<file path="src/rtl/paddle_input_arbiter_if.sv">
// paddle_input_arbiter_if: paddle source inputs and arbitrated move/owner outputs
// master: drives pb_*/kb_*/zones, reads move_*/src_*; slave: the arbiter side
interface paddle_input_arbiter_if;
  logic pb_up, pb_down, kb_up, kb_down;
  logic [2:0] ball_zone, paddle_zone;
  logic move_up, move_down, src_change;
  logic [1:0] src_sel;
  modport master (
    output pb_up, pb_down, kb_up, kb_down, ball_zone, paddle_zone,
    input move_up, move_down, src_sel, src_change
  );
  modport slave (
    input pb_up, pb_down, kb_up, kb_down, ball_zone, paddle_zone,
    output move_up, move_down, src_sel, src_change
  );
endinterface

</file>
<file path="src/rtl/paddle_input_arbiter.sv">
// paddle_input_arbiter: left-paddle owner arbitration (PB > KB > AUTO) with pb sync/debounce
// Ports: clk, reset (async, active-high), bus (slave): pb_up/pb_down async pins,
//   kb_up/kb_down, ball_zone/paddle_zone in; move_up/move_down, src_sel (0 AUTO,1 PB,2 KB),
//   src_change out, all registered.
// Build option: define PADDLE_ARB_AUTO_EN to build ball tracking; otherwise AUTO leaves move_* at 0.
module paddle_input_arbiter #(
  parameter int SYNC_STAGES = 2,
  parameter int DEBOUNCE_CYCLES = 50000,
  parameter int IDLE_TIMEOUT = 200000000
) (
  input logic clk,
  input logic reset,
  paddle_input_arbiter_if.slave bus
);
  localparam int DW = $clog2(DEBOUNCE_CYCLES + 1);
  localparam int IW = $clog2(IDLE_TIMEOUT + 1);
  localparam logic [DW-1:0] D_MAX = DW'(DEBOUNCE_CYCLES - 1);
  localparam logic [IW-1:0] I_MAX = IW'(IDLE_TIMEOUT - 1);
  typedef enum logic [1:0] {AUTO = 2'd0, PB = 2'd1, KB = 2'd2} src_t;
  src_t state, state_nx;
  logic [SYNC_STAGES-1:0] sync_up, sync_dn;
  logic [1:0] synced, db;
  logic [DW-1:0] db_cnt [2];
  logic [IW-1:0] idle, idle_nx;
  logic pb_act, kb_act, own_act, idle_done, up_nx, dn_nx, auto_up, auto_dn;
  always_ff @(posedge clk or posedge reset)
    if (reset) begin
      sync_up <= '0;
      sync_dn <= '0;
    end else begin
      sync_up <= {sync_up[SYNC_STAGES-2:0], bus.pb_up};
      sync_dn <= {sync_dn[SYNC_STAGES-2:0], bus.pb_down};
    end
  assign synced = {sync_dn[SYNC_STAGES-1], sync_up[SYNC_STAGES-1]};
  // The counter only runs while synced disagrees with the accepted level, so any
  // return to the accepted level before the count completes discards the change.
  always_ff @(posedge clk or posedge reset)
    if (reset) begin
      db <= '0;
      db_cnt[0] <= '0;
      db_cnt[1] <= '0;
    end else begin
      for (int i = 0; i < 2; i++)
        if (synced[i] == db[i]) db_cnt[i] <= '0;
        else if (db_cnt[i] == D_MAX) begin
          db[i] <= synced[i];
          db_cnt[i] <= '0;
        end else db_cnt[i] <= db_cnt[i] + DW'(1);
    end
  assign pb_act = |db;
  assign kb_act = bus.kb_up | bus.kb_down;
  assign idle_done = idle == I_MAX;
  assign own_act = (state == PB) ? pb_act : (state == KB) ? kb_act : 1'b0;
`ifdef PADDLE_ARB_AUTO_EN
  assign auto_up = bus.ball_zone < bus.paddle_zone;
  assign auto_dn = bus.ball_zone > bus.paddle_zone;
`else
  assign auto_up = 1'b0;
  assign auto_dn = 1'b0;
`endif
  always_comb begin
    state_nx = state;
    state_nx = pb_act ? PB
      : (state == AUTO && kb_act) ? KB
      : (state == KB && !kb_act && idle_done) ? AUTO
      : (state == PB && idle_done) ? (kb_act ? KB : AUTO)
      : state;
    idle_nx = (state_nx != state || state == AUTO || own_act) ? '0
      : idle_done ? idle : idle + IW'(1);
  end
  assign up_nx = (state == PB) ? (db[0] & ~db[1])
    : (state == KB) ? (bus.kb_up & ~bus.kb_down) : auto_up;
  assign dn_nx = (state == PB) ? (db[1] & ~db[0])
    : (state == KB) ? (bus.kb_down & ~bus.kb_up) : auto_dn;
  always_ff @(posedge clk or posedge reset)
    if (reset) begin
      state <= AUTO;
      idle <= '0;
      bus.move_up <= 1'b0;
      bus.move_down <= 1'b0;
      bus.src_change <= 1'b0;
    end else begin
      state <= state_nx;
      idle <= idle_nx;
      bus.move_up <= up_nx;
      bus.move_down <= dn_nx;
      bus.src_change <= state_nx != state;
    end
  assign bus.src_sel = state;
endmodule

</file>
<file path="src/flat_wrapper.sv">
// flat-port wrapper written by rule: the top's interface ports become plain ports
module paddle_input_arbiter_flat 
#(
  parameter int SYNC_STAGES = 2,
  parameter int DEBOUNCE_CYCLES = 50000,
  parameter int IDLE_TIMEOUT = 200000000
)
  (clk, reset, bus_pb_up, bus_pb_down, bus_kb_up, bus_kb_down, bus_ball_zone, bus_paddle_zone, bus_move_up, bus_move_down, bus_src_sel, bus_src_change);
  paddle_input_arbiter_if bus_i ();
  input logic clk;
  input logic reset;
  input wire logic [$bits(bus_i.pb_up)-1:0] bus_pb_up;
  input wire logic [$bits(bus_i.pb_down)-1:0] bus_pb_down;
  input wire logic [$bits(bus_i.kb_up)-1:0] bus_kb_up;
  input wire logic [$bits(bus_i.kb_down)-1:0] bus_kb_down;
  input wire logic [$bits(bus_i.ball_zone)-1:0] bus_ball_zone;
  input wire logic [$bits(bus_i.paddle_zone)-1:0] bus_paddle_zone;
  output wire logic [$bits(bus_i.move_up)-1:0] bus_move_up;
  output wire logic [$bits(bus_i.move_down)-1:0] bus_move_down;
  output wire logic [$bits(bus_i.src_sel)-1:0] bus_src_sel;
  output wire logic [$bits(bus_i.src_change)-1:0] bus_src_change;
  assign bus_i.pb_up = bus_pb_up;
  assign bus_i.pb_down = bus_pb_down;
  assign bus_i.kb_up = bus_kb_up;
  assign bus_i.kb_down = bus_kb_down;
  assign bus_i.ball_zone = bus_ball_zone;
  assign bus_i.paddle_zone = bus_paddle_zone;
  assign bus_move_up = bus_i.move_up;
  assign bus_move_down = bus_i.move_down;
  assign bus_src_sel = bus_i.src_sel;
  assign bus_src_change = bus_i.src_change;
  paddle_input_arbiter #(.SYNC_STAGES(SYNC_STAGES), .DEBOUNCE_CYCLES(DEBOUNCE_CYCLES), .IDLE_TIMEOUT(IDLE_TIMEOUT)) u_core (.clk(clk), .reset(reset), .bus(bus_i));
endmodule
</file>
<file path="config.mk">
export PLATFORM = sky130hd
export DESIGN_NAME = paddle_input_arbiter_flat
export DESIGN_NICKNAME = d
export VERILOG_FILES = /design/src/rtl/paddle_input_arbiter_if.sv /design/src/rtl/paddle_input_arbiter.sv /design/src/flat_wrapper.sv
export SDC_FILE = /design/constraint.sdc
export NUM_CORES = 1
export LEC_CHECK = 0
export ABC_AREA = 1
export BUFFER_PORTS_ARGS = -buffer_cell sky130_fd_sc_hd__clkbuf_2
export CORE_ASPECT_RATIO = 0.9
export CORE_MARGIN = 2
export CORE_UTILIZATION = 30
export CTS_BUF_LIST = sky130_fd_sc_hd__clkbuf_4
export CTS_CLUSTER_DIAMETER = 120
export CTS_CLUSTER_SIZE = 8
export DETAILED_ROUTE_END_ITERATION = 8
export SLEW_MARGIN = 20
export SYNTH_ARGS = -nofsm -noshare
export SYNTH_HDL_FRONTEND = slang
export SYNTH_SLANG_ARGS = --single-unit
</file>
<file path="constraint.sdc">
create_clock -name clk -period 6 [get_ports clk]
set_input_delay 0.3 -clock clk [delete_from_list [all_inputs] [get_ports clk]]
set_output_delay 0.3 -clock clk [all_outputs]
set_load 0.03 [all_outputs]
</file>
==> metrics.md, run 1 <==
| Metric | Value |
|---|---|
| Status | complete, no violations |
| Crit-path slowest cell | nand4_4 |
| Synth Cell Area | slightly below 4000 um^2 |
| Highest routing layer actually used | met4 |
| Post-DR wirelength/cell | ~11 um |
| CP Class | flip-flop to flip-flop |
| Total setup buffers inserted after CTS | 0 |
| Routed metal-1 wire length | 3540 um |
| Biggest fanout along the worst timing path | 28 |
| Initial DRC count | 180 |
| Clock Sink Count | 71 |
| Global-route wire length before repair | 13300 um |
| Floorplan row count | 39 |
| Remaining max-slew budget at the tightest pin | approximately two fifths |
| Time the final worst path needs with I/O delays and setup | 2550 ps |
| Total half-perimeter wirelength after legalization and detailed placement | 5280 um |
| Fraction of final layout cells with drive strength greater than 1 | between 10% and 20% |
| Mapped Nets | 480 |
| DP Worst Slack | 3420 ps |
| H-tree depth | 3 |
| Final RePlAce weighted congestion | 0.854 |
| Top Family by Delay on Critical Path | simple AND/OR/NAND/NOR gates |
| Ordered cell list for the critical path | ha_1 > inv_1 > nor2_4 > nand2_2 > nor2_2 > nand2_2 > nand2_1 > nand4_2 > nand4_4 > nor2_1 |
| Cell mode on critical path | nand2_2 |
| Total power divided by cell area | approximately 210 nW/um^2 |
| Final setup TNS | 0 ps |
| Initial Util | 30.7% |
| Clock latency of the later-clocked register in the worst-skew pair | 430 ps |
| Clock Root Buffer | clkbuf_4 |
| Max-slew violation total from the final report | 0 |
| Grt total ovfl | 0 |
| Vert. Die Dim | around 110 um |
| Post-DP Area | 4110 um^2 |
| Post-route cell area | 4300 um^2 |
| All-layer global routing usage | 12.0% |
| Number of standard cells after synthesis | 465 |
| Max Root-Sink Buffers | 2 |
| Kind of start point of the critical path | flip-flop |
| Hold crit path type | input port to flip-flop |
| Setup repair after global routing missed its margin | no |
| Number of vias after detailed routing | 2980 |
| Antenna violations before repair | 0 |
| Reg clk slew, reported paths | approximately 130 ps |
| Via count normalized by instance count | 4.55 |
| Number of buffers inserted by hold repair at cts | 2 |
| Number of iterations in the first detailed-routing pass | 4 |
| Number of resized instances in the post-cts repair step | 0 |
| Worst-case setup margin in the final layout | 3450 ps |
| Maximum number of pins on one net before global-route repair | 72 |
| Critical path buffer and inverter count | 1 |
| Total Nets Final | between 500 and 600 |
| Synthesized area per cell | 8.38 um^2 |
| Via count of the first global-routing pass | 3011 |
| Placeable core region | ~13000 um^2 |
| Endpoints failing setup | 0 |
| Worst-Margin Slew | 903 ps |
| Distinct cell type count of the synthesized netlist | 32 |
| Met2 wire length | between 3000 and 4000 um |
| Count of antenna diodes in the layout | 0 |
| Die X | 124 um |
| Port Buffers | 10 |
| Data required time of the critical path | 6330 ps |
| Maximum vdd ir drop | 0.0000797 V |
| Sequential area share after synthesis | 45.6% |
| Remaining DRCs | 0 |
| Leakage power of the design | 1.74 nW |
| Die footprint | roughly 14000 um^2 |
| Syn-to-layout area delta | 10.4% |
| Arrival time reported for the critical path endpoint | approximately 2900 ps |
| Remaining number of nets flagged by the antenna check after routing | 0 |
| Wirelength, routed | 7360 um |
| Top-level port count | 17 |
| Final cycle utilization of the critical path | 42.6% |
| F_max | 391 MHz |
| Met3 wire len | 228 um |
| Total of max-cap violations | 0 |
| Setup clock skew after layout | 22.3 ps |
| #FFs+latches synth | between 70 and 80 |
| Synthesis warning total | 0 |
| Capturing element type of the critical path | flip-flop |
| Worst path max stage delay | 700 ps |
| Clock tree from TritonCTS | built |
| Final-report hold violation count | 0 |
| Clock buffers created by TritonCTS | 9 |
kinds of logic after synthesis:
| group | synth area share, % |
|---|---|
| compound gates | 4.75 |
| xor+xnor | 5.84 |
| fa+ha+maj | 0.963 |
| buf+inv | 6.74 |
| flops | 45.6 |
| mux | 0.289 |
| simple gates | 35.8 |
worst reg2reg max path: stages (launching register included):
cell and delay [ps]:
dfrtp_1 420, ha_1 210, inv_1 100, nor2_4 60, nand2_2 140, nor2_2 70, nand2_2 230, nand2_1 110
nand4_2 110, nand4_4 700, nor2_1 330
power breakdown:
group | switching [mW] | total, mW | leakage [nW] | internal [mW]
clock | 0.184 | 0.360 | 0.0836 | 0.176
sequential | 0.00354 | 0.488 | 0.969 | 0.484
combinational | 0.0277 | 0.0378 | 0.688 | 0.0101
worst paths after layout:
check,startpoint,slack [ps],end,cells past startpoint
worst min register to register,u_core.sync_up[0],340,u_core.sync_up[1],0
worst max register to register,u_core.idle[1],3450,u_core.idle[18],10
worst max-delay path,u_core.idle[1],3450,u_core.idle[18],10
worst min-delay path,bus_kb_down,90,u_core.bus.move_up,2
max in group asynchronous,reset,5320,u_core.db_cnt[22],3
min in group asynchronous,reset,110,u_core.db_cnt[20],3
cell type report:
cell class              count  area, um^2
clock buffers              10        75.1
fillers                  1346        8390
inverters                  58         218
well taps                 164         205
clock inverters             6        92.6
multi-input cells         333        1860
flip-flops and latches     71        1780
repair buffers             13        77.6
routing by layer:
metal | vias up | global-route usage [%]
met1 | 1380 | 15.9
met4 | 0 | 5.32
li1 | 1542 | -
met3 | 12 | 2.69
met2 | 46 | 18.6
met5 | - | 0
cell usage in the layout, fill, tap and decap left out, types with 2 or more instances in the layout:
cell,n
nand2_2,9
a21oi_1,12
nor2_4,22
nand3_1,25
bufinv_16,2
nor3_1,14
nand4_1,14
clkinvlp_4,2
inv_6,2
o21ai_0,15
dlygate4sd3_1,2
a31oi_1,2
inv_1,54
nor3b_1,3
nor4_1,8
clkbuf_4,10
ha_1,3
nor2_2,9
dfrtp_1,71
o32ai_1,2
inv_2,4
nand2_1,84
nor3_2,4
xor2_1,17
nor2_1,72
clkbuf_2,10
xnor2_1,9
synth_stat cells:
cell / instances / area, um^2
nand2_1: 84 / 315
nor2_1: 72 / 270
dfrtp_1: 71 / 1780
inv_1: 55 / 206
nand3_1: 25 / 125
nor2_4: 22 / 248
xor2_1: 17 / 149
o21ai_0: 15 / 75.1
nand4_1: 14 / 87.6
nor3_1: 14 / 70.1
a21oi_1: 12 / 60.1
nand2_2: 9 / 56.3
nor2_2: 9 / 56.3
xnor2_1: 9 / 78.8
nor4_1: 8 / 50.1
nor3_2: 4 / 40.0
ha_1: 3 / 37.5
inv_2: 3 / 11.3
nor3b_1: 3 / 22.5
a31oi_1: 2 / 12.5
buf_12: 2 / 40.0
o32ai_1: 2 / 17.5
a22oi_1: 1 / 7.51
and3_1: 1 / 6.26
buf_2: 1 / 5.00
mux2_2: 1 / 11.3
nand3b_1: 1 / 7.51
nand4_2: 1 / 12.5
nand4_4: 1 / 21.3
o21ai_1: 1 / 5.00
o21bai_1: 1 / 7.51
or2_2: 1 / 6.26
flip-flops by register name, indices dropped and copies added, names as in the netlist, 2 cells and up:
| signal | flops |
|---|---|
| u_core.idle | 28 |
| u_core.sync_up | 2 |
| u_core.bus.src_sel | 2 |
| u_core.sync_dn | 2 |
| u_core.db_cnt | 32 |
| u_core.db | 2 |
metrics by stage:
stage | util, % | total power, mW | std cells | hold slack [ps]
2_1_floorplan | - | 0.527 | 465 | 331
3_3_place_gp | 32.4 | 0.535 | 637 | 338
3_5_place_dp | 32.4 | 0.536 | 637 | 336
4_1_cts | 33.9 | 0.900 | 655 | 74.4
5_1_grt | 33.9 | 0.926 | 655 | 79.8
6_report | 33.9 | 0.886 | 655 | 94.7
No activity file was read; power rests on OpenSTA's default activity.
==> run 2, diff against run 1 <==
Clock period 6 ns to 2 ns, I/O delays scaled along.
==> metrics.md, run 2 (synthesis results as in run 1) <==
| Metric | Value |
|---|---|
| M1 GR Usage | 15.7% (-0.14 points) |
| Hold slack final | 294 ps (+200 ps) |
| Post-DR wirelength/cell | 11.2 um (about the same) |
| Leakage power of the design | 1.84 nW (+5.5%) |
| All-layer global routing usage | 12.0% (+0.028 points) |
| Largest registers | u_core.db_cnt: 32 flops, u_core.idle: 28 flops |
| Wirelength, routed | 7530 um (+2.2%) |
| Post-route cell area | 4460 um^2 (+3.7%) |
| Met3 global-route usage | 2.49% (-0.20 points) |
| Max Root-Sink Buffers | 2 (unchanged) |
| Initial Util | 30.7% (unchanged) |
| Die X | 124 um (unchanged) |
| Global-route wire length before repair | 13400 um (+1.4%) |
| Final RePlAce weighted congestion | 0.808 (-5.4%) |
| Clock Sink Count | 71 (unchanged) |
| Fraction of final layout cells with drive strength greater than 1 | 18.2% (+2.1 points) |
| Total half-perimeter wirelength after legalization and detailed placement | 5450 um (+3.2%) |
| Setup repair after global routing missed its margin | no |
| Worst path max stage delay | 380 ps (-320 ps) |
| Clock Root Buffer | clkbuf_4 |
| Non-filler cells in the finished layout | 670 (+2.3%) |
| Clock tree from TritonCTS | built |
| Busiest layer in global routing | met2 |
| Via count of the first global-routing pass | 3045 (+1.1%) |
| Ordered cell list for the critical path | ha_1 > inv_1 > nor2_4 > nand2_4 > nor2_4 > nand2_2 > nand2_1 > nand4_2 > nand4_4 > buf_12 > nor2_1 |
| Initial DRC count | 191 (+6.1%) |
| Syn-to-layout area delta | 14.5% |
| Total Nets Final | 516 (+3.0%) |
| Clock latency of the later-clocked register in the worst-skew pair | 410 ps (-20 ps) |
| Reg clk slew, reported paths | 120 ps (about the same) |
| Endpoints failing setup | 0 (unchanged) |
| Number of vias after detailed routing | 3024 (+1.5%) |
| CP Class | flip-flop to flip-flop |
| Cell mode on critical path | nor2_4 |
| Grt total ovfl | 0 (unchanged) |
| Placeable core region | 12700 um^2 (unchanged) |
| Number of iterations in the first detailed-routing pass | 4 (unchanged) |
| Worst-Margin Slew | 382 ps (-521 ps) |
| Via count normalized by instance count | 4.51 (-0.80%) |
| Kind of start point of the critical path | flip-flop |
| Final-report hold violation count | 0 (unchanged) |
| Remaining max-slew budget at the tightest pin | 74.4% (+35 points) |
| Time the final worst path needs with I/O delays and setup | 1830 ps (-723 ps) |
| Final total power | 2.49 mW (+180%) |
| Status | complete, no violations |
| Total of max-cap violations | 0 (unchanged) |
| Biggest fanout along the worst timing path | 13 (-54%) |
| Met2 Usage GRT | 19.6% (+1.0 points) |
| Remaining DRCs | 0 (unchanged) |
| F_max | 546 MHz (+39%) |
| Hold crit path type | input port to async pin |
| Floorplan row count | 39 (unchanged) |
| Top-level port count | 17 (unchanged) |
| Die footprint | 13900 um^2 (unchanged) |
| Highest-count cells in the layout ignoring fill and taps | 84 x nand2_1, 71 x dfrtp_1, 69 x nor2_1 |
| Antenna violations before repair | 0 (unchanged) |
| Max-slew violation total from the final report | 0 (unchanged) |
| DP Worst Slack | 122 ps (-3300 ps) |
| Count of antenna diodes in the layout | 0 (unchanged) |
| Maximum number of pins on one net before global-route repair | 72 (unchanged) |
| Most common cell after layout, fill and taps aside | nand2_1 |
| Share of the core filled with cells in the final layout | 35.2% (+1.3 points) |
| Setup clock skew after layout | 19.5 ps (-2.73 ps) |
| Crit-path slowest cell | dfrtp_1 |
| Number of cells in the design after placement | 646 (+1.4%) |
| Remaining number of nets flagged by the antenna check after routing | 0 (unchanged) |
| Clock buffers created by TritonCTS | 9 (unchanged) |
| Reg with most FFs | u_core.db_cnt |
| Data required time of the critical path | 2300 ps (-4030 ps) |
| Vert. Die Dim | 112 um (unchanged) |
| Maximum vdd ir drop | 0.000211 V (+170%) |
| Capturing element type of the critical path | flip-flop |
| Total power divided by cell area | 559 nW/um^2 (+170%) |
| Arrival time reported for the critical path endpoint | 2130 ps (-760 ps) |
| Worst-case setup margin in the final layout | 168 ps (-3280 ps) |
| Port Buffers | 10 (unchanged) |
| Final cycle utilization of the critical path | 91.6% (+49 points) |
| Max reg flops | 32 (unchanged) |
| Post-DP Area | 4230 um^2 (+2.9%) |
| H-tree depth | 3 (unchanged) |
| Final setup TNS | 0 ps (unchanged) |
## run 2: cell types whose count changed in the layout (fill, tap and decap cells not counted), sizes merged
cell / change
clkinv: +5
dlygate4sd3: +4
clkbuf: -1
inv: -2
clkinvlp: -1
bufinv: -1
buf: +11
## run 2: repair_timing
item	CTS	global route
endpoints found under the hold margin	75	0
setup endpoints to repair	0	29
hold buffers	6	0
buffers inserted	0	2
gates resized for setup	0	6
## run 2: final timing paths
kind	from	to	slack, ps	cells past startpoint
max	u_core.idle[1]	u_core.idle[18]	170	11
min	reset	u_core.db_cnt[3]	290	4
max reg2reg	u_core.idle[1]	u_core.idle[18]	170	11
min reg2reg	u_core.sync_up[0]	u_core.sync_up[1]	370	0
max in group asynchronous	reset	u_core.idle[4]	1400	4
min in group clk	bus_pb_down	u_core.sync_dn[0]	340	2
## run 2: where the power goes
group	switching (mW)	total [mW]	leakage (nW)	internal [mW]
Clock	0.513	0.884	0.0708	0.371
Combinational	0.0899	0.145	0.797	0.0550
Sequential	0.0109	1.46	0.969	1.45
## run 2: final cells by class
class	instances	area, um^2
inverters	58	218
multi-input cells	333	1880
flip-flops and latches	71	1780
clock buffers	9	67.6
well taps	164	205
fillers	1354	8230
clock inverters	7	63.8
repair buffers	28	250
## run 2: critical path: cells and delay by family (launching register included)
kind,cells,cell delay [ps]
adders and majority gates,1,180
buffers and inverters,2,250
DFF,1,380
and+or+nand+nor,8,910
## run 2: metal layers
layer | wire (um) | share of wire (%)
met4 | 105 | 1.4
met3 | 222 | 2.9
met5 | 0 | 0
met1 | 3590 | 48
met2 | 3610 | 48
